File: src/rtl/tristate_bus_arbiter_pkg.sv
// ---------------------------------------------------------------------------
// tristate_arb_pkg
// Shared types and default parameters for the tristate bus arbiter.
//   arb_state_t      : arbiter FSM state (IDLE, GRANT, TURN)
//   DEF_N_REQ        : default number of requesters
//   DEF_MAX_HOLD     : default maximum tenure in cycles
//   DEF_TURN_CYCLES  : default all-off turnaround length in cycles
// ---------------------------------------------------------------------------
package tristate_arb_pkg;

   typedef enum logic [1:0] {
      IDLE  = 2'd0,
      GRANT = 2'd1,
      TURN  = 2'd2
   } arb_state_t;

   localparam int DEF_N_REQ       = 4;
   localparam int DEF_MAX_HOLD    = 8;
   localparam int DEF_TURN_CYCLES = 1;

endpackage

File: src/rtl/tristate_bus_arbiter_rr_pick.sv
// ---------------------------------------------------------------------------
// rr_pick
// Combinational round-robin selector. Starting at i_ptr and moving upwards
// (modulo N_REQ), the first requester with i_req set wins.
//   i_req     : request vector
//   i_ptr     : highest-priority index for this pick
//   o_winner  : winning index (0 when nothing is requested)
//   o_any     : at least one request is present
// ---------------------------------------------------------------------------
module rr_pick
   import tristate_arb_pkg::*;
#(
   parameter int N_REQ = DEF_N_REQ
) (
   input  logic [N_REQ-1:0]         i_req,
   input  logic [$clog2(N_REQ)-1:0] i_ptr,
   output logic [$clog2(N_REQ)-1:0] o_winner,
   output logic                     o_any
);

   localparam int IW = $clog2(N_REQ);

   int w_dist;
   int w_best;

   // Each requester's distance from the pointer; the smallest distance wins.
   always_comb begin
      o_winner = '0;
      o_any    = |i_req;
      w_best   = N_REQ;
      w_dist   = 0;
      for (int j = 0; j < N_REQ; j++) begin
         w_dist = j - int'(i_ptr);
         if (w_dist < 0) w_dist = w_dist + N_REQ;
         if (i_req[j] && (w_dist < w_best)) begin
            w_best   = w_dist;
            o_winner = IW'(j);
         end
      end
   end

endmodule

File: src/rtl/tristate_bus_arbiter.sv
// ---------------------------------------------------------------------------
// tristate_bus_arbiter
// Round-robin owner selection for a shared tristate bus. Drives one enable
// per tristate driver, guarantees at most one enable at a time, inserts
// TURN_CYCLES all-off cycles between owners and limits tenure to MAX_HOLD.
//   i_clk        : rising-edge clock
//   i_reset      : asynchronous active-high reset
//   i_req        : level requests, one per driver
//   o_en         : one-hot-or-zero driver enables
//   o_gnt_id     : current owner index (meaningful while o_gnt_valid)
//   o_gnt_valid  : some enable is high
//   o_bus_idle   : no owner and no turnaround in progress
// ---------------------------------------------------------------------------
module tristate_bus_arbiter
   import tristate_arb_pkg::*;
#(
   parameter int N_REQ       = DEF_N_REQ,
   parameter int MAX_HOLD    = DEF_MAX_HOLD,
   parameter int TURN_CYCLES = DEF_TURN_CYCLES
) (
   input  logic                     i_clk,
   input  logic                     i_reset,
   input  logic [N_REQ-1:0]         i_req,
   output logic [N_REQ-1:0]         o_en,
   output logic [$clog2(N_REQ)-1:0] o_gnt_id,
   output logic                     o_gnt_valid,
   output logic                     o_bus_idle
);

   localparam int IW = $clog2(N_REQ);
   localparam int HW = (MAX_HOLD    > 1) ? $clog2(MAX_HOLD)    : 1;
   localparam int TW = (TURN_CYCLES > 1) ? $clog2(TURN_CYCLES) : 1;
   localparam logic [HW-1:0] HOLD_LAST = HW'(MAX_HOLD - 1);
   localparam logic [TW-1:0] TURN_LAST = TW'(TURN_CYCLES - 1);

   arb_state_t       r_state;
   logic [N_REQ-1:0] r_en;
   logic [IW-1:0]    r_gnt_id;
   logic             r_gnt_valid;
   logic             r_bus_idle;
   logic [IW-1:0]    r_rr_ptr;
   logic [HW-1:0]    r_hold_cnt;
   logic [TW-1:0]    r_turn_cnt;

   logic [IW-1:0]    w_winner;
   logic             w_any;
   logic             w_pick_point;
   logic             w_owner_drop;

   rr_pick #(
      .N_REQ (N_REQ)
   ) u_rr_pick (
      .i_req    (i_req),
      .i_ptr    (r_rr_ptr),
      .o_winner (w_winner),
      .o_any    (w_any)
   );

   // A new owner may only be chosen from IDLE or on the final TURN cycle;
   // any unexpected state encoding is treated like IDLE so it self-recovers.
   assign w_pick_point = ((r_state != GRANT) && (r_state != TURN)) ||
                         ((r_state == TURN) && (r_turn_cnt == TURN_LAST));
   assign w_owner_drop = !i_req[r_gnt_id];

   always_ff @(posedge i_clk or posedge i_reset) begin
      if (i_reset) begin
         r_state     <= IDLE;
         r_en        <= '0;
         r_gnt_id    <= '0;
         r_gnt_valid <= 1'b0;
         r_bus_idle  <= 1'b1;
         r_rr_ptr    <= '0;
         r_hold_cnt  <= '0;
         r_turn_cnt  <= '0;
      end else if (w_pick_point) begin
         if (w_any) begin
            r_state     <= GRANT;
            r_en        <= {{(N_REQ-1){1'b0}}, 1'b1} << w_winner;
            r_gnt_id    <= w_winner;
            r_gnt_valid <= 1'b1;
            r_bus_idle  <= 1'b0;
            r_rr_ptr    <= (w_winner == IW'(N_REQ - 1)) ? '0 : w_winner + 1'b1;
            r_hold_cnt  <= '0;
         end else begin
            r_state     <= IDLE;
            r_en        <= '0;
            r_gnt_valid <= 1'b0;
            r_bus_idle  <= 1'b1;
         end
      end else if (r_state == GRANT) begin
         // Drop and hold expiry in the same cycle collapse into one exit.
         if (w_owner_drop || (r_hold_cnt == HOLD_LAST)) begin
            r_state     <= TURN;
            r_en        <= '0;
            r_gnt_valid <= 1'b0;
            r_turn_cnt  <= '0;
         end else begin
            r_hold_cnt  <= r_hold_cnt + 1'b1;
         end
      end else begin
         r_turn_cnt <= r_turn_cnt + 1'b1;
      end
   end

   assign o_en        = r_en;
   assign o_gnt_id    = r_gnt_id;
   assign o_gnt_valid = r_gnt_valid;
   assign o_bus_idle  = r_bus_idle;

endmodule

File: config.mk
export PLATFORM = sky130hd
export DESIGN_NAME = tristate_bus_arbiter
export DESIGN_NICKNAME = d
export VERILOG_FILES = /design/src/rtl/tristate_bus_arbiter_pkg.sv /design/src/rtl/tristate_bus_arbiter_rr_pick.sv /design/src/rtl/tristate_bus_arbiter.sv
export SDC_FILE = /design/constraint.sdc
export NUM_CORES = 1
export LEC_CHECK = 0
export BUFFER_PORTS_ARGS = -buffer_cell sky130_fd_sc_hd__buf_2
export CORE_UTILIZATION = 35
export DETAILED_ROUTE_END_ITERATION = 12
export PLACE_DENSITY = 0.53
export REMOVE_ABC_BUFFERS = 1
export SYNTH_ARGS = -nofsm -noshare
export SYNTH_HDL_FRONTEND = slang
export SYNTH_SLANG_ARGS = --single-unit
File: constraint.sdc
create_clock -name i_clk -period 5 [get_ports i_clk]
set_input_delay 0.25 -clock i_clk [delete_from_list [all_inputs] [get_ports i_clk]]
set_output_delay 0.25 -clock i_clk [all_outputs]
set_load 0.1 [all_outputs]
Yosys cells after proc, flatten, opt, wreduce, memory -nomap -nowiden
Cells that the tools add are included.

Shifts and indexed selects: 1. Equal/unequal tests: 9. Muxes and demuxes: 31. Bitwise gates (word level): 2. Add/subtract/negate cells: 11. $lt $le $gt $ge: 9. Reduce and logical (&&, ||, !) cells: 16.

Operators by type and width (number): $mux 32 (7); $add 32x4->32 const B (4); $lt 32x1->1 const B (4); $lt 32x32->1 (3); $lt 32x4->1 const B (1); $mux 4 (4); $mux 2 (6); $mux 3 (4); $mux 1 (9); $logic_and 1x1->1 (6); $ne 2x1->1 const B (3); $reduce_and 2->1 (3); $sub 1x2->3 const A (2); $sub 2x2->3 const A (2); $eq 2x2->1 const B (2); $ne 2x2->1 const B (2); $reduce_bool 2->1 (2); $reduce_or 4->1 (1); $shl 1x2->4 const A (1); $add 3x1->3 const B (1); $eq 3x3->1 const B (1); $lt 2x3->1 const B (1); $reduce_and 3->1 (1); $add 2x1->2 const B (1); other kinds (6) (8).

Output and inout port bits: 8. Register bits after elaboration: 16.

Longest topological paths before layout
Gate-level depths: netlist of the first run.

Depth after elaboration: 18. Depth in mapped cells: 15. Depth with buffers taken out: 15.

Cells and area by module
From an unflattened synthesis of the first run, not the netlist that was laid out.

Cell total of the unflattened synthesis: 103. Area total of the unflattened synthesis: 1029.7 um2.

By module, submodules not included: tristate_bus_arbiter (instances 1, area each 807.0 um2, cells an instance 70); rr_pick (instances 1, area each 222.7 um2, cells an instance 33).

Worst setup path before layout of the first run
OpenSTA, ideal clock, no wires.

Path type: register to register. From: register r_rr_ptr[1]. To: register r_rr_ptr[1]. Path slack: 1751 ps. Buffers on the path: 0. Arrival time: 3112 ps. Stages on the path, launching flop included: 16. Period minus slack after synthesis: 3249 ps. Cells stage by stage: dfrtp_1 > nand2b_1 > nor3b_1 > a21oi_1 > ha_1 > o22ai_1 > o21ai_0 > nor2_1 > a21o_1 > ha_1 > a211o_1 > a31oi_1 > or3b_1 > ha_1 > nand2_1 > o21ai_0.

Cells in the longest elaborated chain, start to end: 17.

RTL lines: from (decl) (RTL line tristate_bus_arbiter.sv:41) `logic [IW-1:0] r_rr_ptr;`; from (signal assigned) (RTL line tristate_bus_arbiter.sv:82) `r_rr_ptr <= (w_winner == IW'(N_REQ - 1)) ? '0 : w_winner + 1'b1;`; $sub 1x2->3 (RTL line tristate_bus_arbiter_rr_pick.sv:33) `w_dist = j - int'(i_ptr);`; $add 32x4->32 / $lt 32x1->1 (equally long branches) (RTL line tristate_bus_arbiter_rr_pick.sv:34) `if (w_dist < 0) w_dist = w_dist + N_REQ;`; $mux 32 (RTL line tristate_bus_arbiter_rr_pick.sv:34); $lt 32x4->1 (RTL line tristate_bus_arbiter_rr_pick.sv:35) `if (i_req[j] && (w_dist < w_best)) begin`; $logic_and 1x1->1 (RTL line tristate_bus_arbiter_rr_pick.sv:35); $mux 32 (RTL line tristate_bus_arbiter_rr_pick.sv:35); $lt 32x32->1 (RTL line tristate_bus_arbiter_rr_pick.sv:35); $logic_and 1x1->1 (RTL line tristate_bus_arbiter_rr_pick.sv:35); $mux 32 (RTL line tristate_bus_arbiter_rr_pick.sv:35); $lt 32x32->1 (RTL line tristate_bus_arbiter_rr_pick.sv:35); $logic_and 1x1->1 (RTL line tristate_bus_arbiter_rr_pick.sv:35); $mux 32 (RTL line tristate_bus_arbiter_rr_pick.sv:35); $lt 32x32->1 (RTL line tristate_bus_arbiter_rr_pick.sv:35); $logic_and 1x1->1 (RTL line tristate_bus_arbiter_rr_pick.sv:35); $mux 2 (*) (RTL line tristate_bus_arbiter_rr_pick.sv:35); $add 2x1->2 / $eq 2x2->1 (equally long branches) (RTL line tristate_bus_arbiter.sv:82); $mux 2 (*) (RTL line tristate_bus_arbiter.sv:82).

Every way passes the cells marked *; elsewhere a longest branch is shown, timed or not. A chain may end at the register's enable or synchronous reset.

Final worst setup path of the first run
Same ends and word-level chain as after synthesis.

==> results.yml, run 1 <==
run_status:
  outcome: "finished with violations"
  violations: "hold timing"
finish:
  syn_to_final_growth_pct: 13.0
  num_antenna_cells: 0
  layout_common_cells: "dfrtp_1 (14), buf_2 (13), nand2_1 (6), inv_1 (6), ha_1 (6)"
  final_common_cell: "dfrtp_1"
  finish.net_count: 121
  fin_area_sq_mm: 0.00107
  drive_above_1_share_pct: 24.1
synth:
  synth_area_per_cell_sq_um: 10.3
  ys_warn_count: 0
  synth_edf_count: 0
  synthCells: 92
  synth.ff_latch_count: 15
  ys_async_sr_fraction_pct: 100
  ys_seq_area_share_pct: 39.9
  yosys.area.top_type_share_pct: 37.1
  ys_top_cells_by_area: "dfrtp_1 (37%), ha_1 (8.0%), a22o_1 (3.7%)"
  synth_cell_types: 40
  ys.flop_type: "dfrtp_1"
  syn_area_sq_um: 943
  yosysTopAreaCell: "dfrtp_1"
clock_tree:
  cts_buffers: 3
  clk_latency_ns: 0.30
  clock_path_buffers: 2
  cts_tree: "built"
  clock-root-buffer: "clkbuf_4"
  cts.sink_count: 15
  post-cts-setup-buffers: 0
  htreeDepth: 1
  clk_pin_slew_worst_paths_ns: 0.11
  postCtsResizedCells: 0
  postCtsHoldBufs: 0
floorplanning:
  die_area_sq_mm: 0.00291
  core_area_sq_mm: 0.00252
  initial_core_util_pct: 37.4
  die_w_um: 53.9
  ios: 14
  die_h_um: 53.9
  rows: 18
timing:
  fin_skew_ns: 0.0173
  hold_viol: 8
  tightest_slew_ns: 0.708
  period_share_pct: 74.4
  worst_hold_slack_ns: -0.0174
  final.setup.tns_ns: 0
  setup_viol: 0
  period_needed_ns: 3.72
  rsz0062_at_grt: "no"
  max_freq_ghz: 0.269
  max_slew_margin_pct: 52.8
  drv_slew: 0
routing:
  routed_wl_mm: 2.01
  wl_per_cell_um: 14.5
  route.vias.total: 788
  ant_nets: 0
  first_iter_violations: 22
  drc: 0
  drtPass1Iterations: 4
  routed_via_density: 5.71
global_route:
  grt_pass1_vias: 706
  grt_usage_pct: 16.1
  grt_pass1_wl_mm: 3.21
  overflow: 0
  antenna_found_initial: 0
  grt_max_degree: 16
setup_path:
  path_class: "register to register"
  r2r_start: "r_rr_ptr[1]"
  arrival_ns: 3.90
  required_ns: 5.18
  cp_max_fo: 6
  critPathCaptureType: "register"
  r2r_slack_ns: 1.28
  worstSetupStartpointType: "register"
  critical_path.startpoint: "r_rr_ptr[1]"
  rr_endpoint: "r_rr_ptr[1]"
  r2r_cells: 15
  critPathCapture: "r_rr_ptr[1]"
placement:
  routabilityCongestion: 0.757
  place_area_sq_mm: 0.00104
  dp_hpwl_mm: 1.47
  portBuffers: 13
job:
  cap_violations: 0
min_path:
  hp-class: "primary input to async pin"
-- sequential cells by signal, indices dropped and copies added, names as in the netlist --
name / cells
o_en: 4
r_turn_cnt: 1
o_gnt_id: 2
r_rr_ptr: 2
o_bus_idle: 1
r_state: 2
r_hold_cnt: 3
-- area by class of cell --
| type | instances | area (sq um) |
|---|---|---|
| clock inverters | 1 | 5.00 |
| well taps | 30 | 37.5 |
| multi-input cells | 70 | 537 |
| repair buffers | 13 | 65.1 |
| flip-flops and latches | 15 | 377 |
| inverters | 6 | 22.5 |
| fillers | 270 | 1460 |
| clock buffers | 3 | 22.5 |
-- critical path, stage by stage, from the launching register on --
cell and delay (ns):
dfrtp_1 0.44, nand2b_1 0.18, nor3b_1 0.20, a21oi_1 0.08, ha_1 0.30, o22ai_1 0.07
o21ai_0 0.52, nor2_1 0.11, a21o_1 0.17, ha_1 0.30, a211o_1 0.31, a31oi_1 0.36
or3b_1 0.19, ha_1 0.22, nand2_1 0.06, o21ai_0 0.07
-- per-stage QoR --
stage	instances	hold slack, ns	setup slack (ns)	utilization [%]
2_1_floorplan	91	0.151	1.75	-
3_3_place_gp	134	0.335	1.43	41.2
3_5_place_dp	134	0.351	1.37	41.2
4_1_cts	138	0.0155	1.32	42.3
5_1_grt	138	0.0423	0.959	42.3
6_report	138	-0.0174	1.28	42.3
-- how the worst min path moves through the flow --
stage                    to  cells past startpoint     from  slack, ns
floorplan           o_en[0]                      1  i_reset       0.15
global placement    o_en[0]                      2  i_reset       0.34
finish              o_en[0]                      2  i_reset      -0.02
detailed placement  o_en[0]                      2  i_reset       0.35
global route        o_en[0]                      2  i_reset       0.04
CTS                 o_en[0]                      2  i_reset       0.02
-- cell families after synthesis --
logic type | after synthesis | share of synthesized area [%]
compound gates | 25 | 21.1
xor+xnor | 1 | 0.929
fa+ha+maj | 6 | 7.96
buf+inv | 7 | 3.18
flops | 15 | 39.9
mux | 4 | 4.38
simple gates | 34 | 22.5
-- synthesized netlist by cell type (2+ instances only) --
| cell type | n |
|---|---|
| inv_1 | 6 |
| mux2i_1 | 3 |
| nor3b_1 | 2 |
| and3_1 | 2 |
| nand2b_1 | 3 |
| a31oi_1 | 2 |
| a21oi_1 | 2 |
| o21ai_0 | 3 |
| nand2_1 | 6 |
| dfrtp_1 | 14 |
| nor2_1 | 5 |
| ha_1 | 6 |
| o221ai_2 | 2 |
| o22ai_1 | 3 |
| nor3_1 | 3 |
| a22o_1 | 4 |
| nor2b_1 | 3 |
-- routing by layer --
metal  part of all wire (%)  global-route usage [%]
met2                     41                    22.2
met1                     51                    22.1
met5                      0                       0
met3                    4.6                    2.82
met4                    2.5                    11.8
Power of run 1 is left out: the tool's default activity adds up to more than one toggle a clock period on the data nets, which glitch-free logic cannot reach.
==> inputs of run 2 (changes only) <==
--- a/config.mk
+++ b/config.mk
@@ -5,10 +5,11 @@
 export SDC_FILE = /design/constraint.sdc
 export NUM_CORES = 1
 export LEC_CHECK = 0
+export ABC_AREA = 1
 export BUFFER_PORTS_ARGS = -buffer_cell sky130_fd_sc_hd__buf_2
 export CORE_UTILIZATION = 35
 export DETAILED_ROUTE_END_ITERATION = 12
-export PLACE_DENSITY = 0.53
+export PLACE_DENSITY = 0.54
 export REMOVE_ABC_BUFFERS = 1
 export SYNTH_ARGS = -nofsm -noshare
 export SYNTH_HDL_FRONTEND = slang
==> constraint.sdc (replaced) <==
create_clock -name i_clk -period 3.7 [get_ports i_clk]
set_input_delay 0.185 -clock i_clk [delete_from_list [all_inputs] [get_ports i_clk]]
set_output_delay 0.185 -clock i_clk [all_outputs]
set_load 0.1 [all_outputs]
==> results.yml, run 2 <==
finish:
  layout_common_cells: "nand2_1 (30), inv_1 (16), dfrtp_1 (14)"
  largest_register_ff_count: 4
  final_common_cell: "nand2_1"
  syn_to_final_growth_pct: 15.3
  finish.net_count: 142
  drive_above_1_share_pct: 22.5
  num_antenna_cells: 0
setup_path:
  path_cells: "inv_1 > nand2_1 > a21oi_1 > nand2_1 > nand3_1 > ha_1 > inv_1 > nor2_1 > nand2_1 > nand3_4 > o21ai_0 > ha_1 > inv_1 > nor2_1 > nand2_1 > nand3_2 > nand2_2 > inv_1 > ha_1 > a22o_1"
  crit_buf_inv: 4
  worst-path-stages: 20
  slowest_delay_ns: 0.37
  cpMaxStageDelayCell: "dfrtp_1"
  required_ns: 3.88
  worstSetupStartpointType: "register"
  crit_family: "simple AND/OR/NAND/NOR gates"
  r2r_cells: 20
  path_class: "register to register"
  critPathCaptureType: "register"
  arrival_ns: 3.23
  cp_max_fo: 7
clock_tree:
  postCtsResizedCells: 0
  clk_latency_ns: 0.29
  clk_pin_slew_worst_paths_ns: 0.09
  clock-root-buffer: "clkbuf_4"
  cts.sink_count: 15
  clock_path_buffers: 2
  cts_buffers: 3
  cts_tree: "built"
  htreeDepth: 1
min_path:
  holdPathStages: 3
  hp-class: "primary input to register"
synth:
  ys_async_sr_fraction_pct: 100
  ys_top_cells_by_area: "dfrtp_1 (39%), nand2_1 (13%), ha_1 (8.4%)"
  ys_seq_area_share_pct: 42.3
  syn_area_sq_um: 890
  yosys.area.top_type_share_pct: 39.4
  synth.ff_latch_count: 15
  ys.flop_type: "dfrtp_1"
  synth_area_per_cell_sq_um: 8.01
  synthCells: 111
  synth_edf_count: 0
  synth_cell_types: 23
  synth.most_common_cell: "nand2_1"
  yosysTopAreaCell: "dfrtp_1"
  synth_common_cells: "nand2_1 (30), inv_1 (16), dfrtp_1 (14)"
  ys_warn_count: 0
routing:
  wl_per_cell_um: 11.4
  routed_via_density: 4.65
  drc: 0
  ant_nets: 0
  routed_wl_mm: 1.80
  first_iter_violations: 14
  route.vias.total: 730
  drtPass1Iterations: 4
floorplanning:
  die_h_um: 52.4
  die_area_sq_mm: 0.00275
  rows: 17
  die_w_um: 52.4
  initial_core_util_pct: 38.7
  ios: 14
  core_area_sq_mm: 0.00230
timing:
  max_slew_margin_pct: 62.5
  final.setup.tns_ns: 0
  max_freq_ghz: 0.328
  rsz0062_at_grt: "no"
  fin_skew_ns: 0.00287
  hold_viol: 0
  setup_viol: 0
  tightest_slew_ns: 0.561
  drv_slew: 0
  period_needed_ns: 3.04
  period_share_pct: 82.3
global_route:
  grt_usage_pct: 16.3
  grt.busiest_layer: "met1"
  antenna_found_initial: 0
  grt_pass1_vias: 688
  use_met2_pct: 22.8
  met1_usage_pct: 23.5
  grt_max_degree: 16
  overflow: 0
  grt_util_met3_pct: 6.67
  grt_pass1_wl_mm: 3.22
placement:
  routabilityCongestion: 0.798
  portBuffers: 13
  dp_hpwl_mm: 1.34
run_status:
  outcome: "complete, no violations"
job:
  cap_violations: 0
==> run 2: metal layers <==
metal	vias to the layer above	wire length, um
met5	-	0
met4	0	11
met3	2	75
met2	14	723
met1	325	985
li1	389	-
==> run 2: final cells by class <==
class / instances / area [sq um]
multi-input combinational: 77 / 439
fill: 245 / 1270
sequential: 15 / 377
clock buffer: 4 / 26.3
tap: 28 / 35.0
inverter: 19 / 73.8
timing repair buffer: 14 / 75.1
==> run 2: path summary, 6_finish.rpt <==
check | from | slack [ns] | endpoint
setup / recovery | r_rr_ptr[1] | 0.66 | o_en[0]
hold / removal | i_req[3] | 0.28 | r_state[0]
setup reg to reg | r_rr_ptr[1] | 0.66 | o_en[0]
hold reg to reg | o_en[1] | 0.49 | o_en[1]
max in group asynchronous | i_reset | 2.85 | o_bus_idle
min in group asynchronous | i_reset | 0.48 | o_en[2]
==> run 2: kinds of logic (layout without fill, tap and decap cells) <==
family          count (synthesis)  after routing  share of synthesized area, %
compound gates                 15             15                          11.3
buf+inv                        19             37                          8.30
fa+ha+maj                       6              6                          8.44
flops                          15             15                          42.3
simple gates                   56             56                          29.7
==> run 2: worst register-to-register path: cells and delay by family, from the launching register on <==
family	cells	cell delay [ns]
and+or+nand+nor	10	0.89
adders and majority gates	3	0.70
AOI/OAI and AO/OA	3	0.69
DFF	1	0.37
buffers and inverters	4	0.31
==> run 2: through the flow <==
stage / area (sq um) / std cells / hold WS, ns / util, % / setup slack [ns]
after floorplan: 890 / 111 / 0.0858 / - / 1.07
after global placement: 990 / 152 / 0.271 / 43.1 / 0.806
after detailed placement: 990 / 152 / 0.278 / 43.1 / 0.710
after CTS: 1030 / 157 / 0.288 / 44.7 / 0.670
after global routing: 1030 / 157 / 0.285 / 44.7 / 0.277
final: 1030 / 157 / 0.275 / 44.7 / 0.655
==> run 2: timing repair <==
action,4_1_cts,5_1_grt
endpoints found under the hold margin,14,0
hold buffers,1,0
buffers inserted,0,0
Power of run 2 is left out for the same reason.
